--- src/rtl/array_shift_pkg.sv ---
// Shared definitions for the array shift unit: operation encoding, FSM states
// and the width helpers used to size ports from the array geometry.
package array_shift_pkg;

    typedef enum logic {
        SHIFT_UP   = 1'b0,
        SHIFT_DOWN = 1'b1
    } op_t;

    typedef enum logic [2:0] {
        IDLE,
        CHECK,
        READ,
        WRITE,
        RDPOS,
        CAPTURE,
        INSERT,
        DONE
    } state_t;

    // Array-select width; a single array still gets one select bit.
    function automatic int array_width(input int n_arrays);
        return (n_arrays > 1) ? $clog2(n_arrays) : 1;
    endfunction

    function automatic int index_width(input int n_area);
        return $clog2(n_area) + 1;
    endfunction

    function automatic int heap_width(input int n_arrays, input int n_area);
        return array_width(n_arrays) + $clog2(n_area);
    endfunction

endpackage

--- src/rtl/array_size_table.sv ---
// Per-array element counts with one arbitrated write port (FSM update wins over
// an external resize, which is honoured only while idle) and two read ports.
module array_size_table #(
    parameter int NArrays = 2,
    parameter int AW      = 1,
    parameter int IW      = 3
) (
    input  logic          clock,
    input  logic          reset,
    input  logic          busy,
    input  logic          upd_en,
    input  logic [AW-1:0] upd_array,
    input  logic [IW-1:0] upd_size,
    input  logic          resize_en,
    input  logic [AW-1:0] resize_array,
    input  logic [IW-1:0] resize_size,
    input  logic [AW-1:0] check_array,
    output logic [IW-1:0] check_size,
    input  logic [AW-1:0] query_array,
    output logic [IW-1:0] query_size
);

    logic          wr_en;
    logic [AW-1:0] wr_array;
    logic [IW-1:0] wr_size;
    logic [IW-1:0] sizes [NArrays];

    always_comb begin
        wr_en    = 1'b0;
        wr_array = '0;
        wr_size  = '0;
        if (upd_en) begin
            wr_en    = 1'b1;
            wr_array = upd_array;
            wr_size  = upd_size;
        end else if (resize_en && !busy) begin
            wr_en    = 1'b1;
            wr_array = resize_array;
            wr_size  = resize_size;
        end
    end

    generate
        for (genvar gi = 0; gi < NArrays; gi++) begin : g_entry
            logic [IW-1:0] size_reg;

            always_ff @(posedge clock or negedge reset) begin
                if (!reset) begin
                    size_reg <= '0;
                end else if (wr_en && (wr_array == AW'(gi))) begin
                    size_reg <= wr_size;
                end
            end

            assign sizes[gi] = size_reg;
        end
    endgenerate

    assign check_size = sizes[check_array];
    assign query_size = sizes[query_array];

endmodule

--- src/rtl/array_shift_unit.sv ---
// Insert-with-shift-up / delete-with-shift-down engine over arrays held in an
// external single-port heap RAM with one-cycle read latency.
module array_shift_unit
    import array_shift_pkg::*;
#(
    parameter int MemoryElementWidth = 12,
    parameter int NArea              = 4,
    parameter int NArrays            = 2,
    localparam int AW = array_width(NArrays),
    localparam int IW = index_width(NArea),
    localparam int HW = heap_width(NArrays, NArea)
) (
    input  logic                          clock,
    input  logic                          reset,
    input  logic                          start,
    input  logic                          op,
    input  logic [AW-1:0]                 array,
    input  logic [IW-1:0]                 pos,
    input  logic [MemoryElementWidth-1:0] value,
    output logic                          busy,
    output logic                          done,
    output logic                          error,
    output logic [MemoryElementWidth-1:0] result,
    output logic [HW-1:0]                 mem_addr,
    output logic                          mem_wr,
    output logic [MemoryElementWidth-1:0] mem_wdata,
    input  logic [MemoryElementWidth-1:0] mem_rdata,
    input  logic                          resize_en,
    input  logic [AW-1:0]                 resize_array,
    input  logic [IW-1:0]                 resize_value,
    input  logic [AW-1:0]                 query_array,
    output logic [IW-1:0]                 query_size
);

    state_t                        state_reg;
    op_t                           op_reg;
    logic [AW-1:0]                 array_reg;
    logic [IW-1:0]                 pos_reg;
    logic [IW-1:0]                 size_reg;
    logic [IW-1:0]                 idx_reg;
    logic [MemoryElementWidth-1:0] value_reg;
    logic [MemoryElementWidth-1:0] result_reg;
    logic                          busy_reg;
    logic                          done_reg;
    logic                          error_reg;

    logic [IW-1:0] check_size;
    logic          upd_en;
    logic [IW-1:0] upd_size;
    logic [IW-2:0] slot;

    // The size table is committed during DONE so the next request sees it.
    assign upd_en   = (state_reg == DONE) && !error_reg;
    assign upd_size = (op_reg == SHIFT_UP) ? size_reg + 1'b1 : size_reg - 1'b1;

    array_size_table #(
        .NArrays (NArrays),
        .AW      (AW),
        .IW      (IW)
    ) u_size_table (
        .clock        (clock),
        .reset        (reset),
        .busy         (busy_reg),
        .upd_en       (upd_en),
        .upd_array    (array_reg),
        .upd_size     (upd_size),
        .resize_en    (resize_en),
        .resize_array (resize_array),
        .resize_size  (resize_value),
        .check_array  (array_reg),
        .check_size   (check_size),
        .query_array  (query_array),
        .query_size   (query_size)
    );

    always_ff @(posedge clock or negedge reset) begin
        if (!reset) begin
            state_reg  <= IDLE;
            op_reg     <= SHIFT_UP;
            array_reg  <= '0;
            pos_reg    <= '0;
            size_reg   <= '0;
            idx_reg    <= '0;
            value_reg  <= '0;
            result_reg <= '0;
            busy_reg   <= 1'b0;
            done_reg   <= 1'b0;
            error_reg  <= 1'b0;
        end else begin
            done_reg <= 1'b0;
            case (state_reg)
                IDLE: begin
                    if (start) begin
                        op_reg    <= op_t'(op);
                        array_reg <= array;
                        pos_reg   <= pos;
                        value_reg <= value;
                        busy_reg  <= 1'b1;
                        state_reg <= CHECK;
                    end
                end
                CHECK: begin
                    size_reg <= check_size;
                    if (op_reg == SHIFT_UP) begin
                        if ((check_size == IW'(NArea)) || (pos_reg > check_size)) begin
                            error_reg <= 1'b1;
                            done_reg  <= 1'b1;
                            state_reg <= DONE;
                        end else if (pos_reg == check_size) begin
                            state_reg <= INSERT;
                        end else begin
                            idx_reg   <= check_size - 1'b1;
                            state_reg <= READ;
                        end
                    end else begin
                        if ((check_size == '0) || (pos_reg >= check_size)) begin
                            error_reg <= 1'b1;
                            done_reg  <= 1'b1;
                            state_reg <= DONE;
                        end else begin
                            idx_reg   <= pos_reg + 1'b1;
                            state_reg <= RDPOS;
                        end
                    end
                end
                READ: state_reg <= WRITE;
                WRITE: begin
                    if (op_reg == SHIFT_UP) begin
                        if (idx_reg == pos_reg) begin
                            state_reg <= INSERT;
                        end else begin
                            idx_reg   <= idx_reg - 1'b1;
                            state_reg <= READ;
                        end
                    end else if (idx_reg == size_reg - 1'b1) begin
                        done_reg  <= 1'b1;
                        state_reg <= DONE;
                    end else begin
                        idx_reg   <= idx_reg + 1'b1;
                        state_reg <= READ;
                    end
                end
                RDPOS: state_reg <= CAPTURE;
                CAPTURE: begin
                    result_reg <= mem_rdata;
                    // Deleting the top element needs no moves.
                    if (idx_reg == size_reg) begin
                        done_reg  <= 1'b1;
                        state_reg <= DONE;
                    end else begin
                        state_reg <= READ;
                    end
                end
                INSERT: begin
                    done_reg  <= 1'b1;
                    state_reg <= DONE;
                end
                DONE: begin
                    busy_reg  <= 1'b0;
                    error_reg <= 1'b0;
                    state_reg <= IDLE;
                end
                default: state_reg <= IDLE;
            endcase
        end
    end

    always_comb begin
        mem_wr    = 1'b0;
        mem_addr  = '0;
        mem_wdata = '0;
        slot      = '0;
        case (state_reg)
            READ: begin
                slot     = (IW-1)'(idx_reg);
                mem_addr = {array_reg, slot};
            end
            WRITE: begin
                slot      = (op_reg == SHIFT_UP) ? (IW-1)'(idx_reg + 1'b1)
                                                 : (IW-1)'(idx_reg - 1'b1);
                mem_addr  = {array_reg, slot};
                mem_wr    = 1'b1;
                mem_wdata = mem_rdata;
            end
            RDPOS: begin
                slot     = (IW-1)'(pos_reg);
                mem_addr = {array_reg, slot};
            end
            INSERT: begin
                slot      = (IW-1)'(pos_reg);
                mem_addr  = {array_reg, slot};
                mem_wr    = 1'b1;
                mem_wdata = value_reg;
            end
            default: ;
        endcase
    end

    assign busy   = busy_reg;
    assign done   = done_reg;
    assign error  = error_reg;
    assign result = result_reg;

endmodule

--- config.mk ---
export PLATFORM = sky130hd
export DESIGN_NAME = array_shift_unit
export DESIGN_NICKNAME = d
export VERILOG_FILES = /design/src/rtl/array_shift_pkg.sv /design/src/rtl/array_size_table.sv /design/src/rtl/array_shift_unit.sv
export SDC_FILE = /design/constraint.sdc
export NUM_CORES = 1
export LEC_CHECK = 0
export ABC_AREA = 0
export CAP_MARGIN = 20
export CORE_MARGIN = 5
export CORE_UTILIZATION = 40
export CTS_BUF_LIST = sky130_fd_sc_hd__clkbuf_8
export DETAILED_ROUTE_END_ITERATION = 7
export DONT_BUFFER_PORTS = 1
export GPL_ROUTABILITY_DRIVEN = 1
export PLACE_DENSITY = 0.5
export REMOVE_ABC_BUFFERS = 1
export SETUP_SLACK_MARGIN = 0.1
export SLEW_MARGIN = 15
export SYNTH_ARGS = -nofsm -noshare
export SYNTH_HDL_FRONTEND = slang
export SYNTH_SLANG_ARGS = --single-unit
--- constraint.sdc ---
create_clock -name clock -period 2.45 [get_ports clock]
set_input_delay 0.49 -clock clock [delete_from_list [all_inputs] [get_ports clock]]
set_output_delay 0.49 -clock clock [all_outputs]
set_load 0.01 [all_outputs]
After elaboration in Yosys (flattened, before gate mapping)
Cells that the tools add are included.
- bits of input ports: 38
- memory bits (writable): 0
- latch bits: 0
- ROM bits: 0
- memories: 0
- word-level logic and storage cells: 113
- bits in registers: 47
- output and inout bits: 34
- reduce and logical (&&, ||, !) cells: 19
- shifts and indexed selects: 0
- $mul: 0
- $add $sub $neg: 6
- divide/modulo/power cells: 0
- equality and inequality tests: 20
- $lt $le $gt $ge: 4
- bitwise operators: 3
- muxes and demuxes: 48
- operators by type and width (kind ; number):
    3-bit two-way mux ; 24
    12-bit case mux with 2 select lines ; 1
    3-bit case mux with 8 select lines ; 1
    3-bit != test, second input constant ; 7
    3-bit == test, second input constant ; 5
    1-bit two-way mux ; 15
    3-bit == test ; 4
    3-bit by 1-bit adder with 3-bit output, second input constant ; 3
    3-bit case mux with 3 select lines ; 1
    3-bit by 1-bit subtractor with 3-bit output, second input constant ; 3
    3-bit by 2-bit == test with 1-bit output, second input constant ; 2
    3-bit logical NOT ; 2
    3-bit case mux with 2 select lines ; 1
    6-bit AND reduction ; 1
    2-bit nonzero test ; 3
    2-bit >= comparator, second input constant ; 2
    1-bit logical AND ; 4
    2-bit two-way mux ; 2
    1-bit NOT with 2-bit output ; 2
    1-bit case mux with 2 select lines ; 2
    1-bit case mux with 4 select lines ; 1
    2-bit AND reduction ; 2
    2-bit OR reduction ; 2
    3-bit by 1-bit == test with 1-bit output, second input constant ; 1
    7 further kinds ; 9

Depth between registers and ports, before layout
Gate-level depths: netlist of the first run.
- word-level depth: 9
- depth in mapped cells: 9
- mapped depth without buffers: 8

Hierarchy
Synthesis of the first run repeated with hierarchy kept, for this count alone.
- cells, all modules: 251
- area total of the unflattened synthesis: 2763.9 um^2
- modules (own cells, without submodules) (module ; cells each ; times used ; area each (um^2)):
    array_shift_unit ; 224 ; 1 ; 2378.5
    array_size_table ; 27 ; 1 ; 385.4

Least setup slack after synthesis of the first run
Ideal clock, no wire load.
- path kind: reg-to-reg
- start: register array_reg
- end: register idx_reg[1]
- setup slack: 215 ps
- cell stages (with the launch flop): 10
- path buffers: 1
- arrival: 2111 ps
- library setup time: 125 ps
- required time: 2325 ps
- period minus slack after synthesis: 2235 ps
- cells stage by stage: dfrtp_1 clkbuf_2 mux2i_1 inv_1 ha_1 nor2b_1 o21ai_0 a21oi_1 a21oi_1 mux2_2
- word-level cells in the longest chain between the ends: 9
- elaborated cells between the ends (all ways): 20
- classes of those cells: 1 x add/sub; 2 x order compare; 5 x eq/ne; 7 x mux; 1 x bitwise; 4 x reduce/logical
- RTL lines (what ; line ; source):
    from (decl) ; array_shift_unit.sv:37 ; logic [AW-1:0] array_reg;
    from (signal assigned) ; array_shift_unit.sv:95 ; array_reg <= array;
    1-bit NOT with 2-bit output (implied by the code) (*) ; array_size_table.sv:59 ; assign check_size = sizes[check_array];
    3-bit two-way mux (implied by the code) (*) (3 in a row) ; array_size_table.sv:59 ;
    named net check_size[0] ; array_shift_unit.sv:47 ; logic [IW-1:0] check_size;
    3-bit by 1-bit subtractor with 3-bit output ; array_shift_unit.sv:112 ; idx_reg <= check_size - 1'b1;
    3-bit two-way mux ; array_shift_unit.sv:109 ; end else if (pos_reg == check_size) begin
    3-bit two-way mux ; array_shift_unit.sv:105 ; if ((check_size == IW'(NArea)) || (pos_reg > check_size)) begin
    3-bit two-way mux ; array_shift_unit.sv:104 ; if (op_reg == SHIFT_UP) begin
    3-bit case mux with 2 select lines ; array_shift_unit.sv:91 ; case (state_reg)
    to (signal assigned) ; array_shift_unit.sv:112 ;
    to (signal assigned) ; array_shift_unit.sv:121 ; idx_reg <= pos_reg + 1'b1;
    to (signal assigned) ; array_shift_unit.sv:132 ; idx_reg <= idx_reg - 1'b1;
    to (decl) ; array_shift_unit.sv:40 ; logic [IW-1:0] idx_reg;
Mark *: on every way through the listed nets, which the timed path passes. The rest lies on a longest branch. The select of a mux whose other input is x is not followed.
A chain may end at the register's enable or synchronous reset.

Worst setup path after layout of the first run
- start: register idx_reg[1]
- end: output mem_addr[1]
- word-level cells in the longest chain between the ends: 3
- elaborated cells between the ends (all ways): 4
- classes of those cells: 2 x add/sub; 2 x mux
- RTL lines (what ; line ; source):
    3-bit by 1-bit adder with 3-bit output / 3-bit by 1-bit subtractor with 3-bit output (equally long branches) ; array_shift_unit.sv:179, array_shift_unit.sv:180 ;
    2-bit two-way mux ; array_shift_unit.sv:179 ; slot = (op_reg == SHIFT_UP) ? (IW-1)'(idx_reg + 1'b1)
    3-bit case mux with 3 select lines (*) ; array_shift_unit.sv:173 ; case (state_reg)
    to (decl) ; array_shift_unit.sv:24 ; output logic [HW-1:0] mem_addr,
Mark *: on every way between the ends. The rest lies on a longest branch, timed or not.

==> impl_metrics.toml, run 1 <==
[synthesis]
synth_top_area_share_pct = 42.3
synth-seq-cells = 47
seq_area_frac_synth_pct = 42.3
syn_inst = 267
synth-edff-count = 0
synth_cell_type_count = 45
synth_ff_type = "dfrtp_1"
syn_avg_cell_area_um2 = 10.4
synthArstFlopShare_pct = 100
yosysWarnings = 0
syn_area_mm2 = 0.00278
synth_top_cell_by_area = "dfrtp_1"
ys_top_cells_by_area = "dfrtp_1, mux2_2, ha_1, a22oi_1, o21ai_0"

[worst_setup_path]
cp.required_ns = 1.96
arrival_ns = 1.73
crit_path_end_kind = "output port"
path_class = "register to output port"
crit_path_start_kind = "register"
path_max_fanout = 7
critPathLaunch = "idx_reg[1]$_DFFE_PN0P_"
rr_startpoint = "array_reg$_DFFE_PN0P_"

[timing]
finalMaxSlewViolations = 0
rsz0062_at_grt = "no"
whs_ns = 0.0265
hold_viol_final = 0
setup_viol = 0
period_needed_ns = 2.22
worstMarginPinSlew_ns = 0.453
fin_crit_sh_pct = 90.7
fin_skew_ns = 0.00572
max_freq_mhz = 450
fin_ws_ns = 0.228
slew_headroom_pct = 69.5

[power]
clockPowerShare_pct = 11.4
netSwitchingFraction_pct = 43.7
p_switching_w = 0.00190
p_comb_share_pct = 52.2
internal-power_w = 0.00244
vdd_drop_max_v = 0.000578
p_per_area_mw_per_mm2 = 1420
p_seq_share_pct = 36.5
power.leakage_nw = 1.31

[die]
num_rows = 30
die_h_um = 93.3
die_width_um = 93.3
design.die.area_mm2 = 0.00871
io_pins = 72
start_util_pct = 40.9
fp.coreArea_mm2 = 0.00679

[final_layout]
layout_commonest_cell = "dfrtp_1"
layout_common_cells = "dfrtp_1, mux2_2, nor2_1"
postLayoutCellArea_mm2 = 0.00306
synthToLayoutAreaGrowth_pct = 10.1
fin_nets = 320
fin_util_pct = 45.0
num_antenna_cells = 0
drive_gt1_share_pct = 26.7
n_fill_cell = 666

[global_route]
grt_pass1_vias = 2143
overflow = 0
grt.total_usage_pct = 16.2
grt_max_degree = 48
antenna_found_initial = 0
grt_pass1_wl_um = 11100

[clocking]
path_clk_slew_ns = 0.09
cts_buffer_depth = 2
clock_tree.root_cell = "clkbuf_8"
tritoncts = "built"
clock-sinks = 47
cts_buffers = 5
clock_latency_ns = 0.30
cts_setup_buffers = 0
h-tree-depth = 2

[placed_design]
place_congestion = 0.771
numPortBuffers = 0
dpl.hpwl_um = 5090
place_ws_ns = 0.101
post_dp_cell_area_mm2 = 0.00292

[outcome]
status = "complete, no violations"

[detailed_routing]
drtPass1Iterations = 4
ant_nets = 0
wl_um = 6630
num_vias = 2023
avgRoutedWirePerCell_um = 18.0
via_per_inst = 5.48
drc_errors = 0
drt_iter0_markers = 92

[job]
maxCapViolations = 0

[hold_path]
hold_path_class = "primary input to async pin"
==> final cells by class <==
type	instances	area, um^2	area share (%)
inverters	11	45.0	1.47
flip-flops and latches	47	1180	38.5
well taps	96	120	3.93
clock inverters	2	12.5	0.409
clock buffers	6	82.6	2.70
repair buffers	15	133	4.34
multi-input cells	192	1490	48.6
==> metrics by stage <==
step                std cells  total power, W  TNS [ns]
finish                    369         0.00433         0
floorplan                 250         0.00321    -0.120
global route              369         0.00473         0
detailed placement        360         0.00383         0
global placement          360         0.00380         0
CTS                       369         0.00437         0
==> worst max-delay path: stages, from the launching register on <==
cell and delay (ns):
dfrtp_1 0.52, inv_1 0.08, ha_1 0.31, xnor2_1 0.13, nand2_1 0.07, o21ai_0 0.07
o21ai_1 0.25
==> cell usage after synthesis, types with 3 or more instances <==
library cell   n
nor2_1        21
nor3_1         3
o21ai_0       17
inv_1         10
xor2_1         7
nand3_1        5
mux2_2        37
mux2i_1        3
ha_1          10
and3_1         3
clkbuf_1       8
a21oi_1       12
o211ai_1       3
dfrtp_1       47
nand2b_1       3
nor2b_1        5
buf_2          5
a22oi_1       12
nor4_1         3
nand2_1       15
xnor2_1        7
a31oi_1        5
==> cells by family after synthesis <==
family                   count (synthesis)  synth area share (%)
adder cells (fa/ha/maj)                 10                  4.50
flip-flops                              47                  42.3
AO/OA/AOI/OAI                           57                  12.9
buffers and inverters                   28                  4.59
AND/OR/NAND/NOR                         68                  12.9
XOR/XNOR                                15                  5.32
multiplexers                            42                  17.4
==> power by group through the flow <==
stage	Sequential, W	Clock, W	Combinational, W
CTS	0.00158	0.000515	0.00228
detailed placement	0.00160	0	0.00223
floorplan	0.00151	0	0.00170
finish	0.00158	0.000492	0.00226
global placement	0.00160	0	0.00220
global route	0.00165	0.000541	0.00253
==> layer usage <==
| metal | vias up | GRT usage, % | share of wire (%) |
|---|---|---|---|
| met2 | 62 | 26.1 | 48 |
| met4 | 0 | 3.66 | 0.90 |
| met3 | 5 | 5.31 | 7.6 |
| li1 | 972 | - | - |
| met1 | 984 | 21.1 | 44 |
| met5 | - | 0 | 0 |
==> repair_timing <==
action / in CTS / in global routing
hold buffers: 1 / 0
endpoints found under the hold margin: 47 / 0
resized for setup: 2 / 7
setup endpoints to repair: 2 / 17
==> path summary, 6_finish.rpt <==
kind | end | slack (ns) | cells past startpoint
min reg2reg | value_reg[7]$_DFFE_PN0P_ | 0.51 | 1
max in group asynchronous | array_reg$_DFFE_PN0P_ | 2.18 | 1
min in group clock | op_reg$_DFFE_PN0P_ | 0.31 | 2
max | mem_addr[1] | 0.23 | 6
max reg2reg | idx_reg[1]$_DFFE_PN0P_ | 0.32 | 8
min | op_reg$_DFFE_PN0P_ | 0.03 | 1
No activity file was read; power rests on OpenSTA's default activity.
==> run 2, diff against run 1 <==
--- a/config.mk
+++ b/config.mk
@@ -6,7 +6,7 @@
 export NUM_CORES = 1
 export LEC_CHECK = 0
 export ABC_AREA = 0
-export CAP_MARGIN = 20
+export CAP_MARGIN = 10
 export CORE_MARGIN = 5
 export CORE_UTILIZATION = 40
 export CTS_BUF_LIST = sky130_fd_sc_hd__clkbuf_8
==> results of run 2 <==
No change in the layout: final DEF, timing and power equal those of run 1.
